`src/rtl/meter_pkg.sv`:
```
// Shared definitions for the parking-meter payment arbiter: command codes,
// FSM states, pulse-gap default and command decode helpers.
package meter_pkg;

  localparam logic [2:0] CMD_ADD1 = 3'd1;
  localparam logic [2:0] CMD_ADD2 = 3'd2;
  localparam logic [2:0] CMD_ADD3 = 3'd3;
  localparam logic [2:0] CMD_ADD4 = 3'd4;
  localparam logic [2:0] CMD_RST1 = 3'd5;
  localparam logic [2:0] CMD_RST2 = 3'd6;

  localparam int unsigned GAP_DEFAULT = 2;
  localparam int unsigned GAP_W       = 4;

  typedef enum logic [1:0] {
    ST_IDLE  = 2'd0,
    ST_PULSE = 2'd1,
    ST_GAP   = 2'd2
  } state_e;

  // Bit order matches {rst2, rst1, add4, add3, add2, add1}.
  function automatic logic [5:0] cmd_onehot(input logic [2:0] cmd);
    logic [5:0] vec;
    vec = '0;
    case (cmd)
      CMD_ADD1: vec = 6'b000001;
      CMD_ADD2: vec = 6'b000010;
      CMD_ADD3: vec = 6'b000100;
      CMD_ADD4: vec = 6'b001000;
      CMD_RST1: vec = 6'b010000;
      CMD_RST2: vec = 6'b100000;
      default:  vec = '0;
    endcase
    return vec;
  endfunction

  function automatic logic cmd_legal(input logic [2:0] cmd);
    return (cmd_onehot(cmd) != '0);
  endfunction

endpackage

```
`src/rtl/meter_sat_cnt.sv`:
```
// Saturating up-counter with synchronous clear; clear has priority over increment.
module meter_sat_cnt #(
  parameter int unsigned W = 8
) (
  input  logic         clk,
  input  logic         rst,
  input  logic         inc,
  input  logic         clr,
  output logic [W-1:0] count
);

  // NOTE: counters are plain flops and get an explicit reset value; only RAMs skip reset.
  always_ff @(posedge clk) begin
    if (!rst) begin
      count <= '0;
    end else if (clr) begin
      count <= '0;
    end else if (inc && (count != '1)) begin
      count <= count + 1'b1;
    end
  end

endmodule

```
`src/rtl/meter_pay_arbiter.sv`:
```
// Round-robin arbiter between two payment kiosks driving one-cycle meter pulses,
// with a programmable idle gap after each pulse and per-kiosk activity counters.
module meter_pay_arbiter
  import meter_pkg::*;
#(
  parameter int unsigned GAP = GAP_DEFAULT
) (
  input  logic       clk,
  input  logic       rst,
  input  logic       a_valid,
  input  logic [2:0] a_cmd,
  output logic       a_ready,
  input  logic       b_valid,
  input  logic [2:0] b_cmd,
  output logic       b_ready,
  input  logic       hold,
  input  logic       cnt_clr,
  output logic       add1,
  output logic       add2,
  output logic       add3,
  output logic       add4,
  output logic       rst1,
  output logic       rst2,
  output logic       busy,
  output logic       last_grant,
  output logic [7:0] a_count,
  output logic [7:0] b_count,
  output logic [3:0] err_count
);

  localparam logic [GAP_W-1:0] GAP_LAST = GAP_W'(GAP - 1);

  state_e           state, state_d;
  logic [GAP_W-1:0] gap_cnt, gap_d;
  logic             ptr;        // 1 = B favoured when both kiosks request
  logic [5:0]       pulse_q;
  logic             sel_b;
  logic             can_grant;
  logic             hs;
  logic [2:0]       cmd;
  logic             legal;

  // NOTE: every signal written here gets a default first so no latch is inferred.
  always_comb begin
    state_d   = state;
    gap_d     = gap_cnt;
    can_grant = rst && (state == ST_IDLE) && !hold;
    sel_b     = b_valid && (!a_valid || ptr);
    a_ready   = can_grant && a_valid && !sel_b;
    b_ready   = can_grant && sel_b;
    hs        = a_ready || b_ready;
    cmd       = sel_b ? b_cmd : a_cmd;
    legal     = cmd_legal(cmd);

    case (state)
      ST_IDLE: begin
        if (hs && legal) state_d = ST_PULSE;
      end
      ST_PULSE: begin
        state_d = ST_GAP;
        gap_d   = GAP_LAST;
      end
      ST_GAP: begin
        if (gap_cnt == '0) state_d = ST_IDLE;
        else               gap_d   = gap_cnt - 1'b1;
      end
      default: state_d = ST_IDLE;
    endcase
  end

  // NOTE: sequential state uses non-blocking assignments so all flops see pre-edge values.
  always_ff @(posedge clk) begin
    if (!rst) begin
      state      <= ST_IDLE;
      gap_cnt    <= '0;
      ptr        <= 1'b0;
      last_grant <= 1'b0;
      pulse_q    <= '0;
    end else begin
      state   <= state_d;
      gap_cnt <= gap_d;
      pulse_q <= (hs && legal) ? cmd_onehot(cmd) : '0;
      if (hs) begin
        ptr        <= !sel_b;
        last_grant <= sel_b;
      end
    end
  end

  assign {rst2, rst1, add4, add3, add2, add1} = pulse_q;
  assign busy = (state != ST_IDLE);

  // last_grant still names the requester throughout PULSE.
  logic a_inc, b_inc, err_inc;
  assign a_inc   = (state == ST_PULSE) && !last_grant;
  assign b_inc   = (state == ST_PULSE) &&  last_grant;
  assign err_inc = hs && !legal;

  meter_sat_cnt #(.W(8)) u_a_cnt (
    .clk(clk), .rst(rst), .inc(a_inc), .clr(cnt_clr), .count(a_count)
  );

  meter_sat_cnt #(.W(8)) u_b_cnt (
    .clk(clk), .rst(rst), .inc(b_inc), .clr(cnt_clr), .count(b_count)
  );

  meter_sat_cnt #(.W(4)) u_err_cnt (
    .clk(clk), .rst(rst), .inc(err_inc), .clr(cnt_clr), .count(err_count)
  );

endmodule

```
`config.mk`:
```
export PLATFORM = sky130hd
export DESIGN_NAME = meter_pay_arbiter
export DESIGN_NICKNAME = d
export VERILOG_FILES = /design/src/rtl/meter_pkg.sv /design/src/rtl/meter_sat_cnt.sv /design/src/rtl/meter_pay_arbiter.sv
export SDC_FILE = /design/constraint.sdc
export NUM_CORES = 1
export LEC_CHECK = 0
export CORE_UTILIZATION = 46
export CTS_BUF_LIST = sky130_fd_sc_hd__clkbuf_8
export CTS_CLUSTER_DIAMETER = 40
export DETAILED_ROUTE_END_ITERATION = 16
export HOLD_SLACK_MARGIN = 0.03
export PLACE_DENSITY = 0.78
export SLEW_MARGIN = 25
export SYNTH_ARGS = -nofsm -noshare
export SYNTH_HDL_FRONTEND = slang
export SYNTH_SLANG_ARGS = --single-unit
```
`constraint.sdc`:
```
create_clock -name clk -period 2 [get_ports clk]
set_clock_uncertainty 0.1 [all_clocks]
set_input_delay 0.4 -clock clk [delete_from_list [all_inputs] [get_ports clk]]
set_output_delay 0.4 -clock clk [all_outputs]
set_load 0.005 [all_outputs]
```
==> After elaboration in Yosys (flattened, before gate mapping) <==
Index checks and enable logic that the tools add are counted.
{ "totals": {"register_bits": 34, "romBits": 0, "wordCells": 63, "latch_bits": 0, "n_memories": 0, "inputBits": 12, "ram_bits": 0, "out_inout_bits": 30} }
{ "op_classes": {"eq_ne": 14, "n_reduce_logical": 29, "n_shift": 0, "bitwise_logic": 1, "multipliers": 0, "div": 0, "addsub": 4, "n_mux": 7, "order_cmp": 0} }
{ "ops": {"columns": ["cell", "count"], "rows": [
  ["$pmux W6 S6", 1],
  ["$add A8 B1 Y8 const B", 2],
  ["$ne A8 B8 Y1 const B", 2],
  ["$logic_and A1 B1 Y1", 13],
  ["$eq A3 B3 Y1 const B", 3],
  ["$pmux W4 S2", 1],
  ["$eq A3 B2 Y1 const B", 2],
  ["$pmux W2 S3", 1],
  ["$reduce_and A2 Y1", 3],
  ["$reduce_bool A6 Y1", 1],
  ["$logic_not A1 Y1", 5],
  ["$add A4 B1 Y4 const B", 1],
  ["$logic_not A4 Y1", 1],
  ["$mux W2", 2],
  ["$mux W4", 1],
  ["$ne A2 B2 Y1 const B", 2],
  ["$ne A4 B4 Y1 const B", 1],
  ["$reduce_bool A2 Y1", 2],
  ["$sub A4 B1 Y4 const B", 1],
  ["$eq A3 B1 Y1 const B", 1],
  ["$mux W3", 1],
  ["$eq A2 B1 Y1 const B", 1],
  ["$eq A2 B2 Y1 const B", 1],
  ["$logic_not A2 Y1", 1],
  ["4 further kinds", 5]
]} }

==> Depth between registers and ports, before layout <==
{ "depth": {"word_depth": 10, "mapped_depth": 6, "mapped_depth_nobuf": 6} }

==> Modules after synthesis <==
From an unflattened synthesis, not the netlist that was laid out.
{ "hier_totals": {"cells_unflattened": 199, "hier_area_um2": 1784.2} }
{ "by_module_without_submodules": {"columns": ["mod", "seq_area_each_um2", "cells_per_inst", "area_per_inst_um2", "instances"], "rows": [
  ["meter_sat_cnt (u_a_cnt ...)", 160.2, 46, 421.7, 2],
  ["meter_pay_arbiter", 280.3, 86, 749.5, 1],
  ["meter_sat_cnt (u_err_cnt)", 80.1, 21, 191.4, 1]
]} }

==> Least setup slack after synthesis <==
Ideal clock, no wire load.
{ "synth_timing": {"path_kind": "input -> register", "from": "input port hold", "to": "register u_err_cnt.count[0]", "cell_stages": 4, "arrival_time_ns": 1.784, "required_time_ns": 1.829, "path_buffers": 0, "setup_ns": 0.071, "path_slack_ns": 0.045, "path_cell_list": "or4b_4 -> a311o_1 -> or4_1 -> a21oi_1"} }
{ "synth_via": {"elab_chain_len": 7, "word_cells_on_any_way": 8, "classes_between": "8 x reduce/logical"} }
{ "synth_rtl": {"columns": ["element", "line", "text"], "rows": [
  ["start: declaration", "meter_pay_arbiter.sv:16", "input logic hold,"],
  ["$logic_not A1 Y1 (*)", "meter_pay_arbiter.sv:47", "can_grant = rst && (state == ST_IDLE) && !hold;"],
  ["$logic_and A1 B1 Y1 (*)", "meter_pay_arbiter.sv:47", null],
  ["$logic_and A1 B1 Y1 (2 in a row)", "meter_pay_arbiter.sv:49", "a_ready = can_grant && a_valid && !sel_b;"],
  ["$logic_or A1 B1 Y1 (*)", "meter_pay_arbiter.sv:51", "hs = a_ready || b_ready;"],
  ["$logic_and A1 B1 Y1 (*)", "meter_pay_arbiter.sv:97", "assign err_inc = hs && !legal;"],
  ["$logic_and A1 B1 Y1 (*)", "meter_sat_cnt.sv:18", "end else if (inc && (count != '1)) begin"],
  ["end signal: assignment", "meter_sat_cnt.sv:19", "count <= count + 1'b1;"],
  ["end: declaration", "meter_sat_cnt.sv:9", "output logic [W-1:0] count"]
]} }
Every way passes the cells marked *; elsewhere a longest branch is shown, timed or not.
A chain may end at the register's enable or synchronous reset.

==> Final worst setup path <==
Ends and elaborated chain as after synthesis.

==> out/qor.txt <==
boundary pin count - 42
top-count cell post-synth - dfxtp_1
actual slew at the worst max-slew pin - 0.5120 ns
clock buffer depth - 2
post-layout net count - 288
outcome - complete, but fails checks
Worst slew margin - 64.98%
Core Area - 3468 sq um
post-DR wirelength/cell - 12.75 microns
most instantiated cells after synthesis - dfxtp_1, nor2_1, nand2_1, a21oi_1, nand3_1
Synth Net Count - 217
worst setup path category - input pin to flip-flop
total CTS buffers - 5
Die H - 63.20 microns
Root Driver - clkbuf_8
Max VDD drop - 344.1 uV
Post-CTS Hold Buffers - 0
Final Power - 1410 uW
Fin Setup TNS - -0.06337 ns
Synth area leaders - dfxtp_1, nor2_1, a21oi_1
GR Overflow Total - 0
chip width - 63.20 microns
initial core utilization - 49.68%
critical path arrival - 2.19 ns
sequential fraction of the synthesis area - 39.51%
DP HPWL - 2822 microns
PnR worst setup slack - -0.06337 ns
Area Overhead vs Synth - 46.77%
clock transition at the registers of the reported paths - 0.07 ns
Critical Path RT - 2.13 ns
fmax - 0.4846 GHz
full die area - 3994 sq um
Yosys reg bits - 34
Synth Warn # - 0
mean area per synthesized cell - 8.572 sq um
Lkg Pwr - 0.0009557 uW
All-Layer GR Usage - 21.11%
Final Setup Violations - 1
antenna violations before repair - 0
final hold vios - 0
DR iter-0 viols - 101
Finished Layout Cells - 319
Sink Count - 34
antenna viol nets, final - 0
vias in the first global route - 1526
port bufs - 41
drt first pass iters - 4
largest net degree at the start of global routing - 18
max cap viols - 0
Rows - 21
largest area contributor in the synthesized netlist - dfxtp_1
synthesized area - 1723 sq um
via count - 1765
count of cell types in the netlist - 47
CTS tree - built
placed insts - 308
GPL Wtd Cong - 0.7611
layout cells sized above 1 - 19.78%
top_reg_cell synth - dfxtp_1
Mapped Cells - 201
first-pass GRT wire length - 6679 microns
Hold WC Path Type - flip-flop to flip-flop
WL final - 4067 microns
CP max FO - 5
Cell Pwr Density - 557.5 nW/um^2
Post-synth EDFFs - 0
failing checks - setup timing
ys async rst share - 0%
drt drc - 0
CP endpoint kind - flip-flop
Yosys top cell area share - 39.51%
CP Launch Type - input pin
H-tree depth - 2
Max Slew Vio Count - 0
unrepaired setup endpoints after global routing - true
diodes inserted - 0
via density per instance - 5.533
Final period util - 103.2%
clk_lat worst skew - 0.29 ns
fin crit period - 2.063 ns
## state kept, by name, indices dropped and copies added, names as in the netlist
name / cells
gap_cnt: 4
last_grant: 1
ptr: 1
pulse_q: 6
state: 2
u_a_cnt.count: 8
u_b_cnt.count: 8
u_err_cnt.count: 4
## cells by family (layout without fill, tap and decap cells)
family	after synthesis	in the layout	synth area share, %
AO/OA/AOI/OAI	45	45	19.39
XOR/XNOR	6	6	3.050
adder cells (fa/ha/maj)	4	4	2.905
buffers and inverters	15	87	3.340
flip-flops	34	34	39.51
multiplexers	6	6	3.559
AND/OR/NAND/NOR	91	91	28.25
## worst max-delay path, stage by stage
cell	delay, ns
clkdlybuf4s15_1	0.20
or4b_4	0.56
buf_6	0.14
a311o_1	0.34
or4_1	0.44
a21oi_2	0.13
## through the flow
| stage | setup WS (ns) | util [%] | area [sq um] | hold slack, ns |
|---|---|---|---|---|
| 3_3_place_gp | -0.5844 | 68.47 | 2375 | 0.3691 |
| 5_1_grt | -0.1314 | 72.91 | 2529 | 0.4052 |
| 3_5_place_dp | -0.5784 | 68.47 | 2375 | 0.3720 |
| 4_1_cts | -0.02721 | 72.08 | 2500 | 0.3893 |
| 2_1_floorplan | 0.04507 | - | 1723 | 0.3631 |
| 6_report | -0.06337 | 72.91 | 2529 | 0.3908 |
## cells in the final DEF (no fill, tap or decap), types with 3 or more instances in the layout
cell              n
clkdlybuf4s50_1  36
dfxtp_1          32
buf_4            27
nor2_1           25
nand2_1          17
a21oi_1          12
inv_1            10
nand3_1          10
nand2b_1          8
xnor2_1           6
clkbuf_8          6
mux2i_1           5
a31oi_1           5
a31o_2            4
or4_1             4
ha_1              4
o21ai_0           3
and4_1            3
dlygate4sd2_1     3
## metal layers
layer  share of wire (%)  GRT usage (%)  up-vias
li1                    -              -      883
met1                  46          25.47      812
met2                  46          34.41       61
met3                 6.2          4.529        9
met4                 2.0          12.22        0
met5                   0              0        -
## layout make-up
type | count | area [sq um]
sequential | 34 | 683.2
timing repair buffer | 70 | 640.6
clock inverter | 2 | 8.758
inverter | 9 | 33.78
fill | 288 | 939.7
tap | 46 | 57.56
clock buffer | 6 | 82.58
multi-input combinational | 152 | 1022
## what timing repair did
action,in CTS,in global routing
buffers inserted,3,0
pin swaps,5,1
cloned,0,0
setup endpoints to repair,7,10
gates resized for setup,12,4
## where the power goes
| group | leakage [uW] | switching (uW) | internal [uW] |
|---|---|---|---|
| Combinational | 0.000628 | 88.9 | 107 |
| Clock | 0.0000524 | 247 | 272 |
| Sequential | 0.000275 | 8.15 | 686 |
## path summary, 6_finish.rpt
kind	startpoint	to	slack (ns)	cells past startpoint
worst min register to register	u_b_cnt.count[6]	u_b_cnt.count[6]	0.39	2
worst max register to register	state[0]	u_err_cnt.count[0]	-0.06	5
worst max-delay path	hold	u_err_cnt.count[0]	-0.06	6
worst min-delay path	u_b_cnt.count[6]	u_b_cnt.count[6]	0.39	2
Power figures use the tool's default switching activity.
